==> src/rtl/queue_wr_arbiter.sv <==
// queue_wr_arbiter: round-robin write arbiter feeding a downstream queue.
// Grants one requester per cycle while the tracked occupancy has room,
// registers the winning word toward the queue, and tracks the queue
// occupancy with an EMPTY / NOT_EMPTY / FULL state machine.
module queue_wr_arbiter #(
    parameter int DWIDTH    = 32,
    parameter int NREQ      = 4,
    parameter int Q_DEPTH   = 8,
    parameter int CNT_WIDTH = 4
) (
    input  logic                   clk,
    input  logic                   rstn,
    input  logic [NREQ-1:0]        req,
    input  logic [NREQ*DWIDTH-1:0] din,
    output logic [NREQ-1:0]        gnt,
    output logic                   q_enq,
    output logic [DWIDTH-1:0]      q_din,
    input  logic                   q_full,
    input  logic                   q_deq,
    output logic [CNT_WIDTH-1:0]   occupancy,
    output logic                   cnt_empty,
    output logic                   cnt_full,
    output logic                   udf_err
);

    localparam int PW = $clog2(NREQ);

    typedef enum logic [1:0] {
        EMPTY,
        NOT_EMPTY,
        FULL
    } state_t;

    state_t                 state;
    state_t                 state_nxt;
    logic [PW-1:0]          rr_ptr;
    logic [PW-1:0]          idx;
    logic [PW-1:0]          win;
    logic                   grant;
    logic [NREQ-1:0]        gnt_c;
    logic                   deq_ok;
    logic [CNT_WIDTH-1:0]   occ_nxt;

    // Round-robin search starting at rr_ptr; gated off in reset and when no room.
    always_comb begin
        gnt_c = '0;
        grant = 1'b0;
        win   = '0;
        idx   = '0;
        if (rstn && (|req) && (occupancy < CNT_WIDTH'(Q_DEPTH)) && !q_full) begin
            for (int unsigned k = 0; k < NREQ; k++) begin
                idx = rr_ptr + PW'(k);
                if (!grant && req[idx]) begin
                    grant      = 1'b1;
                    win        = idx;
                    gnt_c[idx] = 1'b1;
                end
            end
        end
    end

    assign gnt    = gnt_c;
    assign deq_ok = q_deq && (occupancy != '0);

    // Next occupancy: a grant and a valid dequeue on the same edge cancel out.
    always_comb begin
        occ_nxt = occupancy;
        case ({grant, deq_ok})
            2'b10:   occ_nxt = occupancy + 1'b1;
            2'b01:   occ_nxt = occupancy - 1'b1;
            default: occ_nxt = occupancy;
        endcase
    end

    // Arbiter pointer, enqueue register, occupancy counter and sticky underflow.
    always_ff @(posedge clk or negedge rstn) begin
        if (!rstn) begin
            rr_ptr    <= '0;
            q_enq     <= 1'b0;
            q_din     <= '0;
            occupancy <= '0;
            udf_err   <= 1'b0;
        end else begin
            q_enq     <= grant;
            occupancy <= occ_nxt;
            if (grant) begin
                rr_ptr <= win + 1'b1;
                q_din  <= din[int'(win)*DWIDTH +: DWIDTH];
            end
            if (q_deq && (occupancy == '0)) begin
                udf_err <= 1'b1;
            end
        end
    end

    // Occupancy state register.
    always_ff @(posedge clk or negedge rstn) begin
        if (!rstn) begin
            state <= EMPTY;
        end else begin
            state <= state_nxt;
        end
    end

    // Next state follows the next occupancy value; flags decode the current state.
    always_comb begin
        state_nxt = state;
        cnt_empty = 1'b0;
        cnt_full  = 1'b0;
        case (state)
            EMPTY: begin
                cnt_empty = 1'b1;
                if (occ_nxt == CNT_WIDTH'(Q_DEPTH)) begin
                    state_nxt = FULL;
                end else if (occ_nxt != '0) begin
                    state_nxt = NOT_EMPTY;
                end
            end
            NOT_EMPTY: begin
                if (occ_nxt == '0) begin
                    state_nxt = EMPTY;
                end else if (occ_nxt == CNT_WIDTH'(Q_DEPTH)) begin
                    state_nxt = FULL;
                end
            end
            FULL: begin
                cnt_full = 1'b1;
                if (occ_nxt == '0) begin
                    state_nxt = EMPTY;
                end else if (occ_nxt != CNT_WIDTH'(Q_DEPTH)) begin
                    state_nxt = NOT_EMPTY;
                end
            end
            default: begin
                state_nxt = EMPTY;
            end
        endcase
    end

endmodule

==> config.mk <==
export PLATFORM = sky130hd
export DESIGN_NAME = queue_wr_arbiter
export DESIGN_NICKNAME = d
export VERILOG_FILES = /design/src/rtl/queue_wr_arbiter.sv
export SDC_FILE = /design/constraint.sdc
export NUM_CORES = 1
export LEC_CHECK = 0
export CAP_MARGIN = 15
export CORE_MARGIN = 1.5
export CORE_UTILIZATION = 39
export DETAILED_ROUTE_END_ITERATION = 10
export MAX_ROUTING_LAYER = met4
export PLACE_DENSITY = 0.82
export SKIP_LAST_GASP = 1
export SYNTH_ARGS = -nofsm -noshare
export SYNTH_HDL_FRONTEND = slang
export SYNTH_SLANG_ARGS = --single-unit
export TNS_END_PERCENT = 1
==> constraint.sdc <==
create_clock -name clk -period 3.35 [get_ports clk]
set_input_delay 0.5025 -clock clk [delete_from_list [all_inputs] [get_ports clk]]
set_output_delay 0.5025 -clock clk [all_outputs]
set_load 0.1 [all_outputs]
==> metrics.md, run 1 <==
| Metric | Value |
|---|---|
| R2R depth | 9 |
| Antenna violations before repair | 1 |
| Setup bufs post-CTS | 0 |
| Util after Layout | 66.7% |
| Vias in the first global route | 3,105 |
| Clk buf depth | 2 |
| Number of synthesized flops with an enable pin | 0 |
| Final Setup Violations | 0 |
| Top-area cell type share of the netlist area | between 30% and 40% |
| FP Rows | 32 |
| Final nets | 624 |
| Layout area overhead | 65.6% |
| Post-synthesis cell type with the largest combined area | dfrtp_1 |
| Gpl congestion | 0.845 |
| Worst-Margin Slew | 1.01 ns |
| Vias after detailed routing | 3,068 |
| Ys Warns | 0 |
| Post-route setup TNS | 0 ns |
| Vertical die dimension | 92.1 um |
| Worst EP arrival | roughly 2.7 ns |
| Cell internal pwr | around 2.3 mW |
| Met3 Routed Length | 530 um |
| First DRT Iteration DRCs | 96 |
| Layout cell share with drive strength beyond 1 | 10.9% |
| Core Footprint | slightly below 8000 um2 |
| CP Capture Type | output pin |
| Reg clk slew, reported paths | 0.08 ns |
| Final hold violations | 0 |
| Buffers on Ports | 179 |
| Die ar. | around 8500 um2 |
| Crit path from | req[3] |
| Part of the power in registers | 16.2% |
| MaxCap Viol Count | 0 |
| FF-to-FF Start | rr_ptr[1] |
| Outcome | finished, final reports clean |
| Clock network power share | 6.9% |
| Slowest-stage cell, CP | clkdlybuf4s50_1 |
| Peak Freq | 318 MHz |
| Pwr Total | approximately 5.6 mW |
| Area of the mapped netlist | 3100 um2 |
| P_leak | 2.14 nW |
| Crit path buf inv count | 2 |
| DR pass1 iterations | 4 |
| Post-DP HPWL | between 7000 and 8000 um |
| Initial Utilization | 40.3% |
| CTS tree | built |
| Total CTS buffers | 5 |
| Net Sw Frac | between 50% and 60% |
| GRT Util Overall | 23.3% |
| Critical path's top delay family | simple AND/OR/NAND/NOR gates |
| VDD IR max | 0.626 mV |
| Mapped Cells | ~300 |
| Metal2 WL | 5070 um |
| Synth Register Bits | 42 |
| Setup CP Type | primary input to output pin |
| Synth top cells by count | mux2i_1, nand2_1, dfrtp_1 |
| Most frequent cell after synthesis | mux2i_1 |
| Psw | 3.26 mW |
| # IOs | 180 |
| Combinational fraction of design power | between 70% and 80% |
| Synthesized net count | 449 |
| CP Launch Type | primary input |
| Post_cts resized | 0 |
| Clock sinks | 42 |
| Post-synthesis sequential area ratio | 34.0% |
| Crit-path max cell delay | 0.60 ns |
| Crit path time final | 3.15 ns |
| Via density | between 5 and 6 |
| Register Area | 1050 um2 |
| Antenna viol nets, final | 0 |
| H-Tree Level Count | 2 |
| Pwr dens | 1090 nW/um2 |
| Largest net degree at the start of global routing | 44 |
| WP data required | between 2 and 3 ns |
| Post-synthesis cell type count | 42 |
| Highest metal used | met4 |
| Met1 Routed Length | 3860 um |
| Syn Area/Cell | a little over 10 um2 |
| DRC violations left | 0 |
| Smallest hold slack | around 0.31 ns |
| Asr flop ratio synth | 100% |
| Die width | 92.1 um |
| Slew Viols, Final | 0 |
| Crit path cell chain | clkdlybuf4s50_1 -> and3b_1 -> a21oi_1 -> or4_1 -> nand2_1 -> a22oi_1 -> a21oi_2 -> buf_12 |
| Clock skew | 0.00439 ns |
| Fin worst setup slack | 0.202 ns |
| Fillcell total | between 600 and 700 |
| Routed wire per std cell | 16.6 um |
| Main area contributors after synthesis | dfrtp_1, mux2i_1, o221ai_1 |
| WL final | 9650 um |
| CTS Hold Buffers Added | 0 |
| Crit path depth | 8 |
| CTS root buffer | clkbuf_8 |
| Hold Path Class | primary input to asynchronous set/reset pin |
| Pre-CTS WS | 0.234 ns |
| Insertion delay to the later sink of the worst-skew pair | around 0.29 ns |
| Remaining global-route overflow | 0 |
| Rel. slew slack | between 30% and 40% |
| Tcrit/Tclk final | 94.0% |
| Post-synth top flop | dfrtp_1 |
| First-pass GRT wire length | 15,200 um |
| Largest fanout on the critical path | 12 |
| Area occupied by multi-input gates | 1870 um2 |
cell usage in the layout, fill, tap and decap left out, types with 2 or more instances in the layout:
cell type | netlist | layout
a22o_1 | 5 | 5
nand2_4 | 1 | 2
xor2_1 | 4 | 4
and3b_1 | 2 | 2
inv_1 | 10 | 10
a22oi_1 | 4 | 4
a21o_1 | 3 | 3
buf_12 | 0 | 5
nor3_1 | 2 | 2
ha_1 | 11 | 10
o221ai_2 | 10 | 10
mux2i_1 | 67 | 67
nor2_1 | 11 | 10
buf_4 | 2 | 15
clkdlybuf4s50_1 | 0 | 171
nand2b_1 | 2 | 2
clkbuf_8 | 0 | 8
nand3_1 | 3 | 3
a21oi_1 | 11 | 7
o221ai_1 | 22 | 22
nand2_1 | 43 | 42
o21ai_0 | 2 | 2
dfrtp_1 | 42 | 42
nor2b_1 | 4 | 4
a21oi_2 | 0 | 3
stage by stage:
step,cell area [um2],instances
floorplan,3120,301
global placement,5010,571
detailed placement,5010,571
CTS,5120,579
global route,5120,580
finish,5120,580
final timing paths:
| kind | to | slack [ns] |
|---|---|---|
| worst max-delay path | gnt[2] | 0.20 |
| worst min-delay path | occupancy[0] | 0.31 |
| worst max register to register | q_din[11] | 0.42 |
| worst min register to register | q_din[22] | 0.49 |
| max in group asynchronous | q_din[20] | 2.63 |
| min in group clk | q_din[22] | 0.49 |
logic make-up (layout without fill, tap and decap cells):
| family | after synthesis | in the layout | synth area share (%) |
|---|---|---|---|
| simple gates | 73 | 73 | 10.6 |
| other cells | 0 | 1 | 0 |
| mux | 69 | 69 | 22.8 |
| buf+inv | 34 | 210 | 6.87 |
| flops | 42 | 42 | 34.0 |
| compound gates | 66 | 66 | 19.3 |
| xor+xnor | 5 | 5 | 1.41 |
| fa+ha+maj | 12 | 12 | 5.09 |
layout make-up:
| class | instances | area share, % |
|---|---|---|
| Sequential cell | 42 | 20.5 |
| Antenna cell | 1 | 0.0488 |
| Timing Repair Buffer | 192 | 37.6 |
| Multi-Input combinational cell | 225 | 36.4 |
| Clock buffer | 8 | 2.15 |
| Inverter | 10 | 0.732 |
| Tap cell | 102 | 2.49 |
registers in the layout, summed over array words and instances, names as in the netlist:
register and cells:
q_enq 1, state 2, udf_err 1, occupancy 4, q_din 32, rr_ptr 2
power groups by stage:
stage / logic, mW / clock network [mW] / registers, mW
after CTS: 4.31 / 0.392 / 0.911
after detailed placement: 4.31 / 0 / 0.915
after floorplan: 1.65 / 0 / 2.56
after global routing: 4.54 / 0.415 / 0.939
final: 4.31 / 0.385 / 0.910
after global placement: 4.24 / 0 / 0.906
worst register-to-register path, delay by kind of cell, from the launching register on:
kind / cells / cell delay, ns
buffers and inverters: 2 / 0.33
flip-flops: 1 / 0.35
AO/OA/AOI/OAI: 2 / 0.43
AND/OR/NAND/NOR: 1 / 0.36
adder cells (fa/ha/maj): 1 / 0.45
multiplexers: 3 / 0.87
routing by layer:
metal  global-route usage, %  up-vias
li1                        -     1468
met1                    27.1     1459
met2                    40.1      123
met3                    5.14       18
met4                    7.31        0
met5                       -        -
Power figures use the tool's default switching activity.
==> run 2, diff against run 1 <==
==> constraint.sdc (replaced) <==
create_clock -name clk -period 3.1 [get_ports clk]
set_input_delay 0.465 -clock clk [delete_from_list [all_inputs] [get_ports clk]]
set_output_delay 0.465 -clock clk [all_outputs]
set_load 0.1 [all_outputs]
==> run 2 against run 1 <==
  * Worst hold slack got worse by 0.037 ns
  * Via count down 0.23%
  * Final area is 0.76% lower
  * Sequential share of layout area is 0.23 points higher
  * Die area stayed put
  * Register-to-register slack improved by 0.08 ns
  * Largest cell class is now multi-input gates
  * Highest routed layer unchanged
==> metrics.md, run 2 (synthesized netlist as in run 1, its figures left out) <==
| Metric | Value |
|---|---|
| Clock skew | 0.00463 ns (was 0.00439 ns) |
| GRT Util Overall | 22.3% (was 23.3%) |
| Most frequent cells in the layout | clkdlybuf4s50_1, mux2i_1, buf_4, nand2_1, dfrtp_1 (was clkdlybuf4s50_1, mux2i_1, nand2_1, dfrtp_1, o221ai_1) |
| Largest fanout on the critical path | 10 (was 12) |
| Via density | 5.27 (was 5.29) |
| Buffers on Ports | 179 (unchanged) |
| Crit path buf inv count | 2 (unchanged) |
| FP Rows | 32 (unchanged) |
| First-pass GRT wire length | 14,500 um (was 15,200 um) |
| Slack of the worst reg-to-reg path | 0.50 ns (was 0.42 ns) |
| Hold Path Class | primary input to asynchronous set/reset pin (unchanged) |
| Core Footprint | 7690 um2 (unchanged) |
| # IOs | 180 (unchanged) |
| Crit path depth | 8 (unchanged) |
| Initial Utilization | 40.3% (unchanged) |
| Pre-CTS WS | 0.102 ns (was 0.234 ns) |
| CP Launch Type | primary input (unchanged) |
| VDD IR max | 0.654 mV (was 0.626 mV) |
| WP data required | 2.63 ns (was 2.85 ns) |
| Crit path time final | 2.94 ns |
| DR pass1 iterations | 4 (unchanged) |
| Post-route setup TNS | 0 ns (unchanged) |
| Part of the power in registers | 16.8% (was 16.2%) |
| Most common cell after layout, fill and taps aside | clkdlybuf4s50_1 (unchanged) |
| Routed wire per std cell | 16.1 um (was 16.6 um) |
| Layout cell share with drive strength beyond 1 | 19.6% (was 10.9%) |
| WL final | 9380 um (was 9650 um) |
| Critical path's top delay family | buffers and inverters (was simple AND/OR/NAND/NOR gates) |
| FF-to-FF Start | rr_ptr[1] (unchanged) |
| CTS tree | built (unchanged) |
| Slew Viols, Final | 0 (unchanged) |
| Met2 GRT Util | 41.4% (was 40.1%) |
| H-Tree Level Count | 2 (unchanged) |
| Top flop regs | q_din x32, occupancy x4 (unchanged) |
| Tcrit/Tclk final | roughly 95% |
| CP Capture Type | output pin (unchanged) |
| Post_cts resized | 0 (unchanged) |
| Antenna viol nets, final | 0 (unchanged) |
| CTS root buffer | clkbuf_8 (unchanged) |
| Insertion delay to the later sink of the worst-skew pair | 0.29 ns (about the same) |
| MaxCap Viol Count | 0 (unchanged) |
| Clock network power share | 6.2% (was 6.9%) |
| Peak Freq | 341 MHz |
| Vias after detailed routing | 3,061 (was 3,068) |
| Layout area overhead | 64.3% (was 65.6%) |
| Pwr dens | 1170 nW/um2 (was 1090 nW/um2) |
| Die width | 92.1 um (unchanged) |
| Net Sw Frac | 59.3% (was 58.3%) |
| Crit path cell chain | clkdlybuf4s50_1 -> and3b_1 -> a21oi_1 -> or4_1 -> nand2_1 -> a22oi_1 -> a21oi_4 -> buf_12 (was clkdlybuf4s50_1 -> and3b_1 -> a21oi_1 -> or4_1 -> nand2_1 -> a22oi_1 -> a21oi_2 -> buf_12) |
| Rel. slew slack | 63.1% (was 32.7%) |
| Reg2reg end | rr_ptr[1] (was q_din[11]) |
| R2R depth | 9 (unchanged) |
| Worst EP arrival | 2.47 ns (was 2.65 ns) |
| Max FFs per register | 32 (unchanged) |
| Final nets | 626 (was 624) |
| Antenna violations before repair | 0 (was 1) |
| Final hold violations | 0 (unchanged) |
| Total CTS buffers | 5 (unchanged) |
| Grt peak-use layer | met2 (unchanged) |
| Reg clk slew, reported paths | 0.08 ns (about the same) |
| Vertical die dimension | 92.1 um (unchanged) |
| Remaining global-route overflow | 0 (unchanged) |
| Crit-path max cell delay | 0.66 ns (was 0.60 ns) |
| CTS Hold Buffers Added | 0 (unchanged) |
| Met1 usage | 24.9% (was 27.1%) |
| Final Setup Violations | 0 (unchanged) |
| Post-DP HPWL | 7280 um (was 7480 um) |
| Ant. Diodes | 0 (was 1) |
| Largest reg by FF count | q_din (unchanged) |
| Die ar. | 8480 um2 (unchanged) |
| DRC violations left | 0 (unchanged) |
| Setup bufs post-CTS | 0 (unchanged) |
| Psw | 3.54 mW (was 3.26 mW) |
| Clk buf depth | 2 (unchanged) |
| Slowest-stage cell, CP | clkdlybuf4s50_1 (unchanged) |
| Clock sinks | 42 (unchanged) |
| Worst-Margin Slew | 0.554 ns (was 1.01 ns) |
| Fillcell total | 623 (was 620) |
| First DRT Iteration DRCs | 102 (was 96) |
| Largest net degree at the start of global routing | 44 (unchanged) |
| Gpl congestion | 0.865 (was 0.845) |
| P_leak | 2.18 nW (was 2.14 nW) |
| GRT met3 Usage | 3.23% (was 5.14%) |
| Cell internal pwr | 2.43 mW (was 2.34 mW) |
| Fin worst setup slack | 0.164 ns (was 0.202 ns) |
| Vias in the first global route | 3,046 (was 3,105) |
| Combinational fraction of design power | 77.0% (was 76.9%) |
| Setup CP Type | primary input to output pin (unchanged) |
| Util after Layout | 66.2% (was 66.7%) |
| Outcome | finished, final reports clean (unchanged) |
run 2: cell types whose count changed in the layout (fill, tap and decap cells not counted), sizes merged:
cell | previous run | this run
buf | 21 | 60
clkdlybuf4s50 | 171 | 134
clkbuf | 8 | 6
clkinv | 0 | 1
clkinvlp | 0 | 1
diode | 1 | 0
run 2: how the worst max path moves through the flow:
stage                  from  endpoint  slack (ns)
6_report             req[2]    gnt[2]        0.16
5_1_grt           rr_ptr[1]    gnt[0]      -0.009
4_1_cts           rr_ptr[1]    gnt[0]        0.05
3_5_place_dp         req[2]  state[1]        0.10
3_3_place_gp         req[2]  state[1]        0.16
2_1_floorplan  occupancy[3]  state[1]       -0.02
run 2: final cells by class:
cell class                      instances  area [um2]  share of cell area [%]
Clock buffer                            6        82.6                    1.62
Clock inverter                          2        12.5                   0.246
Inverter                               10        37.5                   0.738
Multi-Input combinational cell        225        1910                    37.5
Sequential cell                        42        1050                    20.7
Tap cell                              102         128                    2.51
Timing Repair Buffer                  194        1860                    36.7
run 2: power by group through the flow:
stage	combinational [mW]	clock [mW]	sequential [mW]
floorplan	1.82	0	2.77
global placement	4.52	0	0.996
CTS	4.59	0.378	1.00
global route	4.81	0.398	1.04
finish	4.60	0.369	1.00
detailed placement	4.59	0	1.00
run 2: per-layer routing:
metal,wire (um),share of wire (%)
met1,3800,41
met5,0,0
met3,413,4.4
met2,5060,54
met4,108,1.2
run 2: per-stage QoR:
stage / hold WS [ns] / std cells / power, mW / instance area (um2)
after floorplan: 0.169 / 301 / 4.59 / 3160
after global placement: 0.445 / 573 / 5.52 / 4980
after detailed placement: 0.449 / 573 / 5.59 / 4980
after CTS: 0.299 / 581 / 5.97 / 5070
after global routing: 0.326 / 581 / 6.24 / 5090
final: 0.277 / 581 / 5.97 / 5090
